## config.mk

```make
export PLATFORM = sky130hd
export DESIGN_NAME = lc3_writeback
export DESIGN_NICKNAME = d
export VERILOG_FILES = /design/src/rtl/lc3_pkg.sv /design/src/rtl/lc3_scoreboard.sv /design/src/rtl/lc3_writeback.sv
export SDC_FILE = /design/constraint.sdc
export NUM_CORES = 1
export LEC_CHECK = 0
export BUFFER_PORTS_ARGS = -buffer_cell sky130_fd_sc_hd__buf_2
export CAP_MARGIN = 20
export CORE_MARGIN = 3
export CORE_UTILIZATION = 50
export CTS_BUF_LIST = sky130_fd_sc_hd__clkbuf_2
export CTS_CLUSTER_DIAMETER = 120
export DETAILED_ROUTE_END_ITERATION = 10
export GPL_TIMING_DRIVEN = 0
export PLACE_DENSITY = 0.8
export SLEW_MARGIN = 10
export SYNTH_ARGS = -nofsm -noshare
export SYNTH_HDL_FRONTEND = slang
export SYNTH_SLANG_ARGS = --single-unit
```

## constraint.sdc

```tcl
create_clock -name i_clk -period 2.5 [get_ports i_clk]
set_input_delay 0.75 -clock i_clk [delete_from_list [all_inputs] [get_ports i_clk]]
set_output_delay 0.75 -clock i_clk [all_outputs]
set_load 0.005 [all_outputs]
```

## src/rtl/lc3_pkg.sv

```systemverilog
// lc3_pkg: shared types and helpers for the LC-3 register-file write side.
//   word_t    : DATA_W-bit result / register value
//   reg_idx_t : architectural register index
//   cnt_t     : per-register outstanding-write counter
//   cc_t      : packed {n, z, p} condition codes
//   cc_from() : condition codes implied by a result word
package lc3_pkg;

   localparam int DATA_W  = 16;
   localparam int REG_N   = 8;
   localparam int REG_AW  = $clog2(REG_N);
   localparam int CNT_W   = 2;
   localparam int CNT_MAX = (2 ** CNT_W) - 1;

   typedef logic [DATA_W-1:0] word_t;
   typedef logic [REG_AW-1:0] reg_idx_t;
   typedef logic [CNT_W-1:0]  cnt_t;

   typedef struct packed {
      logic n;
      logic z;
      logic p;
   } cc_t;

   localparam cc_t CC_RESET = '{n: 1'b0, z: 1'b1, p: 1'b0};

   // Exactly one of n/z/p is set for any input word.
   function automatic cc_t cc_from(input word_t data);
      cc_t cc;
      cc.n = data[DATA_W-1];
      cc.z = (data == '0);
      cc.p = ~cc.n & ~cc.z;
      return cc;
   endfunction

endpackage : lc3_pkg

```

## src/rtl/lc3_scoreboard.sv

```systemverilog
// lc3_scoreboard: per-register pending-write counters used by decode to stall
// on RAW hazards.
//   i_clk, i_rst       : clock, synchronous active-high reset
//   i_issue_valid/dr   : decode reserves destination register i_issue_dr
//   o_issue_ready      : 0 while in reset or when the counter for i_issue_dr is full
//   i_ret_en/dr        : register file write this cycle (retires one reservation)
//   o_pending[i]       : register i has at least one outstanding write
//   o_sb_err           : sticky; a write retired to a register with no reservation
module lc3_scoreboard
   import lc3_pkg::*;
(
   input  logic             i_clk,
   input  logic             i_rst,
   input  logic             i_issue_valid,
   input  reg_idx_t         i_issue_dr,
   output logic             o_issue_ready,
   input  logic             i_ret_en,
   input  reg_idx_t         i_ret_dr,
   output logic [REG_N-1:0] o_pending,
   output logic             o_sb_err
);

   localparam cnt_t CNT_SAT = cnt_t'(CNT_MAX);

   cnt_t             r_cnt [REG_N];
   logic             r_sb_err;
   logic             w_issue_fire;
   logic [REG_N-1:0] w_inc;
   logic [REG_N-1:0] w_dec;
   logic [REG_N-1:0] w_underflow;

   // A full counter refuses further reservations instead of wrapping.
   assign o_issue_ready = ~i_rst & (r_cnt[i_issue_dr] != CNT_SAT);
   assign w_issue_fire  = i_issue_valid & o_issue_ready;
   assign o_sb_err      = r_sb_err;

   always_comb begin
      for (int i = 0; i < REG_N; i++) begin
         w_inc[i]       = w_issue_fire & (i_issue_dr == reg_idx_t'(i));
         w_dec[i]       = i_ret_en & (i_ret_dr == reg_idx_t'(i));
         // A simultaneous reservation cancels the retire, so only a lone retire can underflow.
         w_underflow[i] = w_dec[i] & ~w_inc[i] & (r_cnt[i] == '0);
         o_pending[i]   = (r_cnt[i] != '0);
      end
   end

   always_ff @(posedge i_clk) begin
      if (i_rst) begin
         // NOTE: this counter array is explicitly reset: pending must read 0 after
         // reset, so unlike a data RAM it cannot come up with arbitrary contents.
         for (int i = 0; i < REG_N; i++) begin
            r_cnt[i] <= '0;
         end
         r_sb_err <= 1'b0;
      end else begin
         for (int i = 0; i < REG_N; i++) begin
            if (w_inc[i] & ~w_dec[i]) begin
               r_cnt[i] <= r_cnt[i] + cnt_t'(1);
            end else if (w_dec[i] & ~w_inc[i] & (r_cnt[i] != '0)) begin
               r_cnt[i] <= r_cnt[i] - cnt_t'(1);
            end
         end
         if (|w_underflow) begin
            r_sb_err <= 1'b1;
         end
      end
   end

endmodule : lc3_scoreboard

```

## src/rtl/lc3_writeback.sv

```systemverilog
// lc3_writeback: merges memory-load and ALU results onto the single register
// file write port, maintains N/Z/P, and hosts the RAW-hazard scoreboard.
//   i_clk, i_rst                 : clock, synchronous active-high reset
//   i_issue_valid/dr, o_issue_ready : destination reservation from decode
//   i_mem_valid/dr/data/setcc, o_mem_ready : load result (highest priority)
//   i_alu_valid/dr/data/setcc, o_alu_ready : ALU/LEA result
//   o_rf_en/dr/data              : registered register-file write port
//   o_cc_n/z/p                   : registered condition codes
//   o_pending                    : per-register outstanding-write flags
//   o_sb_err                     : sticky scoreboard underflow flag
module lc3_writeback
   import lc3_pkg::*;
(
   input  logic              i_clk,
   input  logic              i_rst,
   input  logic              i_issue_valid,
   input  logic [REG_AW-1:0] i_issue_dr,
   output logic              o_issue_ready,
   input  logic              i_mem_valid,
   output logic              o_mem_ready,
   input  logic [REG_AW-1:0] i_mem_dr,
   input  logic [DATA_W-1:0] i_mem_data,
   input  logic              i_mem_setcc,
   input  logic              i_alu_valid,
   output logic              o_alu_ready,
   input  logic [REG_AW-1:0] i_alu_dr,
   input  logic [DATA_W-1:0] i_alu_data,
   input  logic              i_alu_setcc,
   output logic              o_rf_en,
   output logic [REG_AW-1:0] o_rf_dr,
   output logic [DATA_W-1:0] o_rf_data,
   output logic              o_cc_n,
   output logic              o_cc_z,
   output logic              o_cc_p,
   output logic [REG_N-1:0]  o_pending,
   output logic              o_sb_err
);

   logic     r_rf_en;
   reg_idx_t r_rf_dr;
   word_t    r_rf_data;
   cc_t      r_cc;

   logic     w_mem_xfer;
   logic     w_alu_xfer;
   logic     w_xfer;
   reg_idx_t w_sel_dr;
   word_t    w_sel_data;
   logic     w_sel_setcc;

   // Memory always wins; the ALU is held off whenever a load is offered.
   assign o_mem_ready = ~i_rst;
   assign o_alu_ready = ~i_rst & ~i_mem_valid;
   assign w_mem_xfer  = i_mem_valid & o_mem_ready;
   assign w_alu_xfer  = i_alu_valid & o_alu_ready;
   assign w_xfer      = w_mem_xfer | w_alu_xfer;

   always_comb begin
      // NOTE: every output gets a default before the branch so no path leaves it
      // unassigned; otherwise synthesis infers a latch to hold the old value.
      w_sel_dr    = i_alu_dr;
      w_sel_data  = i_alu_data;
      w_sel_setcc = i_alu_setcc;
      if (w_mem_xfer) begin
         w_sel_dr    = i_mem_dr;
         w_sel_data  = i_mem_data;
         w_sel_setcc = i_mem_setcc;
      end
   end

   always_ff @(posedge i_clk) begin
      // NOTE: non-blocking assignments here so every register samples the
      // pre-edge values; blocking would let later lines see updated state.
      if (i_rst) begin
         r_rf_en   <= 1'b0;
         r_rf_dr   <= '0;
         r_rf_data <= '0;
         r_cc      <= CC_RESET;
      end else begin
         r_rf_en <= w_xfer;
         // dr/data hold their last values when nothing transfers.
         if (w_xfer) begin
            r_rf_dr   <= w_sel_dr;
            r_rf_data <= w_sel_data;
            if (w_sel_setcc) begin
               r_cc <= cc_from(w_sel_data);
            end
         end
      end
   end

   assign o_rf_en   = r_rf_en;
   assign o_rf_dr   = r_rf_dr;
   assign o_rf_data = r_rf_data;
   assign o_cc_n    = r_cc.n;
   assign o_cc_z    = r_cc.z;
   assign o_cc_p    = r_cc.p;

   // Retire on the registered write port: the register file captures at the
   // same edge, so pending clears exactly when the new value becomes readable.
   lc3_scoreboard u_scoreboard (
      .i_clk         (i_clk),
      .i_rst         (i_rst),
      .i_issue_valid (i_issue_valid),
      .i_issue_dr    (i_issue_dr),
      .o_issue_ready (o_issue_ready),
      .i_ret_en      (r_rf_en),
      .i_ret_dr      (r_rf_dr),
      .o_pending     (o_pending),
      .o_sb_err      (o_sb_err)
   );

endmodule : lc3_writeback

```

==> results.toml <==
[clock_network]
cts_buffer_depth = 2
insertion_delay_ps = 420
htreeDepth = 2
cts_buffers = 5
cts_tree = "built"
clkTransAtPathRegs_ps = 200
numClockSinks = 40
cts-root-buf = "clkbuf_2"
cts_hold_buf = 0

[logic_synthesis]
ys_async_sr_fraction_pct = 0
synth-seq-cells = 40
synth_edf_count = 16
ys_seq_area_share_pct = 38.0
synth.cell_area_um2 = 2530
synth-warning-count = 0
netlist_instances = 317
syn-num-nets = 366
ys_types = 46
synth.avg_cell_area_um2 = 7.98
ys.flop_type = "dfxtp_1"

[die]
start_util_pct = 52.5
coreArea_um2 = 4820
die_w_um = 77.1
die_y_um = 77.1
die_area_um2 = 5950
pin_count = 83
fp-row-count = 25

[timing]
period_needed_ps = 2460
fin_setup_tns_ps = 0
tightestPinTransition_ps = 495
setup_viol = 0
drv_slew = 0
hold_viol = 0
fmax_mhz = 407
fin_crit_sh_pct = 98.3
slew-limit-headroom_pct = 66.8
clock_skew_ps = 25.7
worst_slack_ps = 41.3
holdWs_ps = 510
rsz0062_at_grt = "true"

[finish]
num-fill-cells = 435
utilization_pct = 65.3
nets = 461
area_growth_pct = 24.3
diodes = 0
multiInputGateArea_um2 = 1450
drive_gt1_share_pct = 28.6
register_area_um2 = 961

[grt]
grt_usage_pct = 24.0
grt_pass1_wl_um = 11700
antenna_found_initial = 0
grt_pass1_vias = 2527
gr-total-overflow = 0
grt_max_degree = 15

[min_path]
min_path_cells = 2
hp-class = "flop to flop"

[detailed_routing]
routedWlPerCell_um = 14.9
first_pass_iters = 5
drtIter0Drc = 166
ant_nets = 0
vias = 2715
postRouteWirelength_um = 7160
drc = 0
viasPerCell = 5.66

[power_and_ir_drop]
peakVddDrop_v = 0.000290
p_per_area_nw_per_um2 = 436
total_power_mw = 1.37
p_leak_nw = 1.37

[critical_path]
critPathCaptureType = "primary output"
critPathRequiredTime_ps = 1750
start_kind = "input pin"
critical_path_class = "input pin to primary output"
cp_max_fo = 14
reg2reg_depth = 5
cp.arrival_ps = 1710

[placed_design]
place.detailed.hpwl_um = 5500
dp_slack_ps = -668
io_buffers = 80
gp_congestion = 0.891

[run]
timing.max_cap.violations = 0

[run_status]
outcome = "finished, final reports clean"
## power breakdown
group / switching [mW] / internal, mW / total, mW
sequential: 0.0362 / 0.723 / 0.759
clock: 0.227 / 0.0680 / 0.295
combinational: 0.173 / 0.145 / 0.317
## metal layers
metal  vias up  track usage (%)  wire (um)
met4         0             7.65        151
met2       115             40.2       3430
met1      1249             30.0       3060
li1       1336                -          -
met5         -                0          0
met3        15             6.22        518
## kinds of logic (layout without fill, tap and decap cells)
kind of cell,count (synthesis),count (layout),share of synthesized area [%]
and+or+nand+nor,156,156,31.2
DFF,40,40,38.0
muxes,21,21,8.31
buffers and inverters,29,125,5.14
adders and majority gates,2,2,0.890
AOI/OAI and AO/OA,69,69,16.5
## through the flow
stage	area, um2	cells
6_report	3150	480
3_3_place_gp	3010	464
3_5_place_dp	3010	464
4_1_cts	3110	477
5_1_grt	3150	480
2_1_floorplan	2530	317
## sequential cells by signal (all words and copies together) (netlist names)
name,count
o_cc_n,1
o_cc_z,1
o_cc_p,1
o_rf_en,1
o_rf_dr,3
u_scoreboard.o_sb_err,1
o_rf_data,16
u_scoreboard.r_cnt,16
## Yosys cell counts (all sizes together) (3+ instances only)
cell	number	area, um2
nor2	65	244
a21oi	31	155
nand2	27	101
dfxtp	24	480
mux2i	21	210
o21ai	20	100
edfxtp	16	480
nand3	12	60.1
inv	11	41.3
buf	9	55.1
clkbuf	9	33.8
nor3b	7	62.6
nand4	6	37.5
nor4	6	37.5
a211oi	5	42.5
nor3	5	25.0
nand4b	4	35.0
a2111oi	3	32.5
and2	3	18.8
nand2b	3	18.8
## layout make-up
class / instances / area share [%]
multi-input combinational: 248 / 46.0
sequential: 40 / 30.5
timing repair buffer: 91 / 15.4
buffer: 15 / 2.67
tap: 67 / 2.67
inverter: 11 / 1.31
clock buffer: 5 / 0.796
clock inverter: 3 / 0.557
## path summary, 6_finish.rpt
check / start / end / slack [ps]
worst min register to register: o_cc_n / o_cc_n / 510
worst min-delay path: o_cc_n / o_cc_n / 510
worst max register to register: o_rf_en / u_scoreboard.r_cnt[0][0] / 540
worst max-delay path: i_issue_dr[1] / o_issue_ready / 40
## worst max-delay path, cell delays in order
cell,delay [ps]
buf_4,170
nor2_1,70
a311o_1,330
a311oi_2,230
buf_2,160
## layout by cell type, fill, tap and decap left out, types with 3 or more instances in the layout
| master | count |
|---|---|
| dfxtp_1 | 24 |
| nor3b_1 | 5 |
| inv_1 | 11 |
| a211oi_1 | 4 |
| nand4b_1 | 4 |
| mux2i_1 | 21 |
| nand2b_1 | 3 |
| buf_4 | 13 |
| nand2_1 | 26 |
| edfxtp_1 | 16 |
| clkbuf_1 | 4 |
| buf_2 | 85 |
| nor4_1 | 6 |
| nor3_1 | 5 |
| a21oi_1 | 31 |
| and2_1 | 3 |
| nor2_1 | 65 |
| nand4_1 | 6 |
| nand3_1 | 12 |
| clkbuf_2 | 6 |
| o21ai_0 | 20 |
## repair_timing
item | in CTS | in global routing
setup buffers | 7 | 4
resized for setup | 4 | 6
endpoints found under the setup margin | 3 | 3
pin swaps | 1 | 4
Note: power is estimated with default switching activity, not from simulation.
